[config.mk]
export PLATFORM = sky130hd
export DESIGN_NAME = seq_comparator
export DESIGN_NICKNAME = d
export VERILOG_FILES = /design/src/rtl/seq_comparator.sv
export SDC_FILE = /design/constraint.sdc
export NUM_CORES = 1
export LEC_CHECK = 0
export CORE_ASPECT_RATIO = 0.75
export CORE_MARGIN = 3
export CORE_UTILIZATION = 46
export CTS_CLUSTER_DIAMETER = 40
export DETAILED_ROUTE_END_ITERATION = 12
export PLACE_DENSITY = 0.79
export SYNTH_ARGS = -nofsm -noshare
export SYNTH_HDL_FRONTEND = slang
export SYNTH_SLANG_ARGS = --single-unit
[constraint.sdc]
create_clock -name i_clk -period 2.7 [get_ports i_clk]
set_input_delay 0.54 -clock i_clk [delete_from_list [all_inputs] [get_ports i_clk]]
set_output_delay 0.54 -clock i_clk [all_outputs]
set_load 0.01 [all_outputs]
[src/rtl/seq_comparator.sv]
// Multi-cycle magnitude comparator: walks WIDTH-bit operands CHUNK bits per cycle, MSB chunk first.
// Optional build macro SEQ_CMP_EARLY_EXIT_EN finishes on the first differing chunk.
module seq_comparator #(
    parameter int unsigned WIDTH = 32,
    parameter int unsigned CHUNK = 8
) (
    input  logic             i_clk,
    input  logic             i_rst_n,
    input  logic             i_valid,
    output logic             o_ready,
    input  logic [WIDTH-1:0] i_a,
    input  logic [WIDTH-1:0] i_b,
    input  logic             i_unsigned_op,
    input  logic             i_flush,
    output logic             o_valid,
    input  logic             i_ready,
    output logic             o_a_lt_b,
    output logic             o_a_eq_b,
    output logic             o_a_gt_b
);

    localparam int unsigned NCHUNK = WIDTH / CHUNK;
    localparam int unsigned KW     = (NCHUNK > 1) ? $clog2(NCHUNK) : 1;

    typedef enum logic [1:0] {
        ST_IDLE,
        ST_BUSY,
        ST_DONE
    } state_t;

    state_t           state_q, state_d;
    logic [WIDTH-1:0] a_q, a_d;
    logic [WIDTH-1:0] b_q, b_d;
    logic [KW-1:0]    k_q, k_d;
    logic             decided_q, decided_d;
    logic             lt_q, lt_d;
    logic             flag_lt_q, flag_lt_d;
    logic             flag_eq_q, flag_eq_d;
    logic             flag_gt_q, flag_gt_d;

    logic [CHUNK-1:0] ca, cb;
    logic             differ;
    logic             dec_now;
    logic             lt_now;
    logic             last;

    always_comb begin
        ca = '0;
        cb = '0;
        for (int unsigned i = 0; i < NCHUNK; i++) begin
            if (k_q == KW'(i)) begin
                ca = a_q[i*CHUNK +: CHUNK];
                cb = b_q[i*CHUNK +: CHUNK];
            end
        end
    end

    assign differ  = (ca != cb);
    assign dec_now = decided_q | differ;
    assign lt_now  = decided_q ? lt_q : (ca < cb);

    always_comb begin
        state_d   = state_q;
        a_d       = a_q;
        b_d       = b_q;
        k_d       = k_q;
        decided_d = decided_q;
        lt_d      = lt_q;
        flag_lt_d = flag_lt_q;
        flag_eq_d = flag_eq_q;
        flag_gt_d = flag_gt_q;
        last      = 1'b0;

        if (i_flush) begin
            state_d = ST_IDLE;
        end else begin
            case (state_q)
                ST_IDLE: begin
                    if (i_valid) begin
                        // Signed mode flips the sign bits once at capture, so every
                        // chunk compare afterwards is a plain unsigned compare.
                        a_d            = i_a;
                        b_d            = i_b;
                        a_d[WIDTH-1]   = i_a[WIDTH-1] ^ ~i_unsigned_op;
                        b_d[WIDTH-1]   = i_b[WIDTH-1] ^ ~i_unsigned_op;
                        k_d            = KW'(NCHUNK - 1);
                        decided_d      = 1'b0;
                        lt_d           = 1'b0;
                        state_d        = ST_BUSY;
                    end
                end
                ST_BUSY: begin
                    decided_d = dec_now;
                    lt_d      = lt_now;
                    k_d       = k_q - KW'(1);
                    last      = (k_q == '0);
`ifdef SEQ_CMP_EARLY_EXIT_EN
                    last      = last | (~decided_q & differ);
`endif
                    if (last) begin
                        state_d   = ST_DONE;
                        flag_eq_d = ~dec_now;
                        flag_lt_d = dec_now & lt_now;
                        flag_gt_d = dec_now & ~lt_now;
                    end
                end
                ST_DONE: begin
                    if (i_ready) begin
                        state_d = ST_IDLE;
                    end
                end
                default: state_d = ST_IDLE;
            endcase
        end
    end

    always_ff @(posedge i_clk or negedge i_rst_n) begin
        if (!i_rst_n) begin
            state_q   <= ST_IDLE;
            a_q       <= '0;
            b_q       <= '0;
            k_q       <= '0;
            decided_q <= 1'b0;
            lt_q      <= 1'b0;
            flag_lt_q <= 1'b0;
            flag_eq_q <= 1'b0;
            flag_gt_q <= 1'b0;
        end else begin
            state_q   <= state_d;
            a_q       <= a_d;
            b_q       <= b_d;
            k_q       <= k_d;
            decided_q <= decided_d;
            lt_q      <= lt_d;
            flag_lt_q <= flag_lt_d;
            flag_eq_q <= flag_eq_d;
            flag_gt_q <= flag_gt_d;
        end
    end

    assign o_ready  = (state_q == ST_IDLE);
    assign o_valid  = (state_q == ST_DONE);
    assign o_a_lt_b = flag_lt_q;
    assign o_a_eq_b = flag_eq_q;
    assign o_a_gt_b = flag_gt_q;

endmodule

# Word level (Yosys, flattened, before mapping)
# Cells that the tools add are included.
[op_classes] n_addsub=1 magnitude_cmp=1 shifts=0 mux=19 n_bitwise=9 eq_ne=10 mul=0 div=0 reduce_logical=7
[ops] operator="$mux 8" count=8
[ops] operator="$reduce_and 3->1" count=4
[ops] operator="$mux 2" count=5
[ops] operator="$lt 8x8->1" count=1
[ops] operator="$ne 8x8->1" count=1
[ops] operator="$eq 2x2->1 const B" count=3
[ops] operator="$ne 3x2->1 const B" count=2
[ops] operator="$pmux 2 s3" count=1
[ops] operator="$eq 2x1->1 const B" count=2
[ops] operator="$logic_not 2->1" count=2
[ops] operator="$not 1->1" count=4
[ops] operator="$pmux 1 s2" count=2
[ops] operator="$pmux 2 s2" count=1
[ops] operator="$ne 3x3->1 const B" count=1
[ops] operator="$and 1x1->1" count=2
[ops] operator="$mux 1" count=2
[ops] operator="$ne 2x2->1 const B" count=1
[ops] operator="$reduce_bool 2->1" count=1
[ops] operator="$sub 2x1->2 const B" count=1
[ops] operator="$xor 1x1->1" count=2
[ops] operator="$or 1x1->1" count=1
[word_totals] output_inout_bits=5 input_bits=70 romBits=0 mem_count=0 ramBits=0 latch_bits=0 wordCells=56 ff_bits=73

# Longest topological paths before layout
[depth] word_depth=9 depth_mapped=15 ltp_nobuf=13

# Worst setup path after synthesis
# OpenSTA, ideal clock, no wires.
[synth_timing] path_type="register to register" startpoint="register k_q[0]" endpoint="register lt_q" period_less_slack_ns=2.672 path_stages_with_launch=15 setup_slack_ns=0.028 required_ns=2.632 path_buffers=2 arrival_time_ns=2.604 setup_ns=0.068 path_cell_list="dfrtp_1 ha_1 buf_2 nor2b_1 buf_2 a22oi_1 nor2_1 a21oi_1 o21ai_0 ha_1 nor2b_1 o211ai_1 a21oi_1 o21ai_0 a32o_1"
[synth_via] elab_chain_len=8 word_cells_on_any_way=15 cone_classes="1 x order compare; 3 x eq/ne; 10 x mux; 1 x reduce/logical"
[synth_rtl] item="start: declaration" line="34" source="logic [KW-1:0] k_q, k_d;"
[synth_rtl] item="start signal: assignment" line="132" source="k_q <= k_d;"
[synth_rtl] item="$logic_not 2->1" line="51" source="if (k_q == KW'(i)) begin"
[synth_rtl] item="$mux 8 (4 in a row)" line="51"
[synth_rtl] item="$lt 8x8->1 *" line="60" source="assign lt_now = decided_q ? lt_q : (ca < cb);"
[synth_rtl] item="$mux 1 *" line="60"
[synth_rtl] item="$pmux 1 s2 *" line="77" source="case (state_q)"
[synth_rtl] item="end signal: assignment" line="134" source="lt_q <= lt_d;"
[synth_rtl] item="end: declaration" line="36" source="logic lt_q, lt_d;"
# Mark *: on every way between the ends. The rest lies on a longest branch, timed or not.
# A chain may end at the register's enable or synchronous reset.

# Final worst setup path
[layout_timing] startpoint="register k_q[1]" endpoint="register lt_q"
# Same word-level chain as after synthesis.

==> flow_summary.json <==
{
  "run_status": "finished clean",
  "ys_seq_area_frac": 0.527,
  "synth-seq-cells": 73,
  "critical_path_required_ps": 2980,
  "post_cts_buffers": 0,
  "antenna_found_initial": 0,
  "fmax_ghz": 0.387,
  "p_leak_nw": 1.85,
  "grt_overflow": 0,
  "portBuffers": 74,
  "cts_num_sinks": 73,
  "area_growth_syn_to_layout_pct": 32.1,
  "finalSetupViolations": 0,
  "r2r_end": "lt_q",
  "start_util": 0.491,
  "syn_area_per_cell_um2": 12.3,
  "min_path_type": "in2async",
  "slew_violations": 0,
  "ant_nets": 0,
  "ys_warn_count": 0,
  "grt_pass1_vias": 2528,
  "dp_hpwl_um": 5640,
  "rr_worst_depth": 13,
  "slew_headroom": 0.649,
  "n_antenna_cell": 0,
  "grt_max_degree": 74,
  "crit_arrival_ps": 2860,
  "cts_tree": "built",
  "holdWs_ps": 208,
  "grtUsageTotal": 0.192,
  "placed_cells": 446,
  "firstDrtPassIters": 4,
  "die_area_mm2": 0.00862,
  "worst_pin_slew_ps": 522,
  "regArea_mm2": 0.00183,
  "gp_congestion": 0.850,
  "stdcell_count": 462,
  "fp.dieH_um": 81.2,
  "power_mw": 4.11,
  "p_switching_mw": 1.49,
  "layout_common_cells": "dfrtp_1, clkdlybuf4s50_1, mux2_2, a21oi_1, nand2_1",
  "p_comb_frac": 0.437,
  "cts_buffers": 9,
  "insertion_delay_ps": 340,
  "power_frac_seq": 0.387,
  "netlist_instances": 281,
  "vias": 2517,
  "irDropWorstVdd_uv": 364,
  "period_share": 0.956,
  "routed_wl_um": 8020,
  "vias_per_cell": 5.45,
  "cap_violations": 0,
  "fin_nets": 442,
  "drtIter0Drc": 102,
  "grt_pass1_wl_um": 12700,
  "syn_nets": 363,
  "post-route-drc-count": 0,
  "multi_input_area_mm2": 0.00159,
  "p_clk_frac": 0.176,
  "netSwitchingFraction": 0.362,
  "finalHoldViolCount": 0,
  "setup.worst_path.start_class": "register",
  "placementRows": 26,
  "pin_count": 75,
  "intPower_mw": 2.62,
  "r2r_slack_ps": 120,
  "critPathCaptureType": "register",
  "fp.dieW_um": 106,
  "clockRootBuffer": "clkbuf_8",
  "ys_types": 32,
  "cts.path.max_buffers": 2,
  "reg2reg_from": "k_q[1]",
  "netlist_area_mm2": 0.00346,
  "p_per_area_mw_per_mm2": 897,
  "coreArea_mm2": 0.00706,
  "wl_per_cell_um": 17.3,
  "period_needed_ps": 2580,
  "setup.worst_path.class": "reg2reg",
  "htreeDepth": 3,
  "nFillCells": 556,
  "clkTransAtPathRegs_ps": 70,
  "layout-drive-gt1-share": 0.275,
  "skew_ps": 5.52,
  "crit_path_max_fanout": 8
}
registers in the layout, summed over array words and instances (netlist names):
register,cells
b_q,32
decided_q,1
o_a_lt_b,1
a_q,32
o_a_eq_b,1
k_q,2
state_q,2
lt_q,1
o_a_gt_b,1
what timing repair did:
action / CTS / global route
endpoints found under the hold margin: 0 / 0
gates cloned: 0 / 1
resized for setup: 2 / 24
setup endpoints to repair: 3 / 4
pin swaps: 0 / 9
hold buffers: 0 / 0
routing by layer:
| metal | GRT usage | wire length [µm] | vias to the layer above |
|---|---|---|---|
| li1 | - | - | 1182 |
| met1 | 0.264 | 3750 | 1244 |
| met2 | 0.301 | 3640 | 80 |
| met3 | 0.0500 | 518 | 11 |
| met4 | 0.0621 | 104 | 0 |
| met5 | 0 | 0 | - |
worst max path at each step:
stage / depth (start not counted) / startpoint / endpoint / slack, ps
after detailed placement: 13 / k_q[1] / lt_q / -80
after global routing: 14 / k_q[1] / lt_q / -30
after floorplan: 14 / k_q[0] / lt_q / 30
final: 13 / k_q[1] / lt_q / 120
after CTS: 13 / k_q[1] / lt_q / 50
after global placement: 13 / k_q[0] / lt_q / 3
Yosys cell counts (all sizes together):
master | n | share of area
o21ai | 13 | 0.019
nor2b | 9 | 0.016
a32o | 1 | 0.0029
nor3 | 9 | 0.016
a21boi | 1 | 0.0022
o41ai | 1 | 0.0025
mux2 | 64 | 0.21
buf | 10 | 0.025
a21oi | 22 | 0.032
nand4 | 2 | 0.0036
ha | 12 | 0.043
inv | 4 | 0.0043
a221oi | 7 | 0.018
a22o | 1 | 0.0025
a32oi | 1 | 0.0025
o31ai | 1 | 0.0022
a211oi | 1 | 0.0022
o211ai | 1 | 0.0022
dfrtp | 73 | 0.53
a22oi | 8 | 0.017
nand2 | 15 | 0.016
nand3 | 1 | 0.0014
nor2 | 13 | 0.014
nand3b | 1 | 0.0022
xnor2 | 2 | 0.0051
nand2b | 2 | 0.0058
clkbuf | 6 | 0.0065
power by group through the flow:
stage / logic [mW] / registers, mW / clock network [mW]
floorplan: 1.12 / 1.53 / 0
global placement: 1.57 / 1.58 / 0
detailed placement: 1.64 / 1.59 / 0
CTS: 1.67 / 1.58 / 0.747
global route: 2.01 / 1.62 / 0.786
finish: 1.80 / 1.59 / 0.725
through the flow:
step	setup TNS, ps	util	instance area, µm²	setup WS [ps]
after floorplan	0	-	3460	28.2
after global placement	0	0.612	4320	2.73
after detailed placement	-115	0.612	4320	-85.0
after CTS	0	0.635	4490	49.1
after global routing	-26.2	0.649	4580	-26.2
final	0	0.649	4580	118
worst max-delay path, cell delays in order, from the launching register on:
cell	delay (ps)
dfrtp_1	420
inv_2	110
ha_2	220
nor2b_4	60
buf_8	140
a221oi_4	270
nor3_2	70
a21oi_2	130
ha_1	260
nor2b_1	150
o211ai_1	220
a21oi_2	90
o21ai_2	190
a32o_2	190
cell families after synthesis:
logic type,after synthesis,share of synthesized area
DFF,73,0.527
xor gates and xnor gates,2,0.00506
buffers and inverters,20,0.0357
muxes,64,0.208
AOI/OAI and AO/OA,58,0.105
and+or+nand+nor,52,0.0758
adders and majority gates,12,0.0433
final cells by class:
class                           count  area share
Clock buffer                       12      0.0317
Clock inverter                      3     0.00383
Inverter                            4     0.00328
Multi-Input combinational cell    188       0.348
Sequential cell                    73       0.399
Tap cell                           98      0.0268
Timing Repair Buffer               84       0.188
Note: power is estimated with default switching activity, not from simulation.
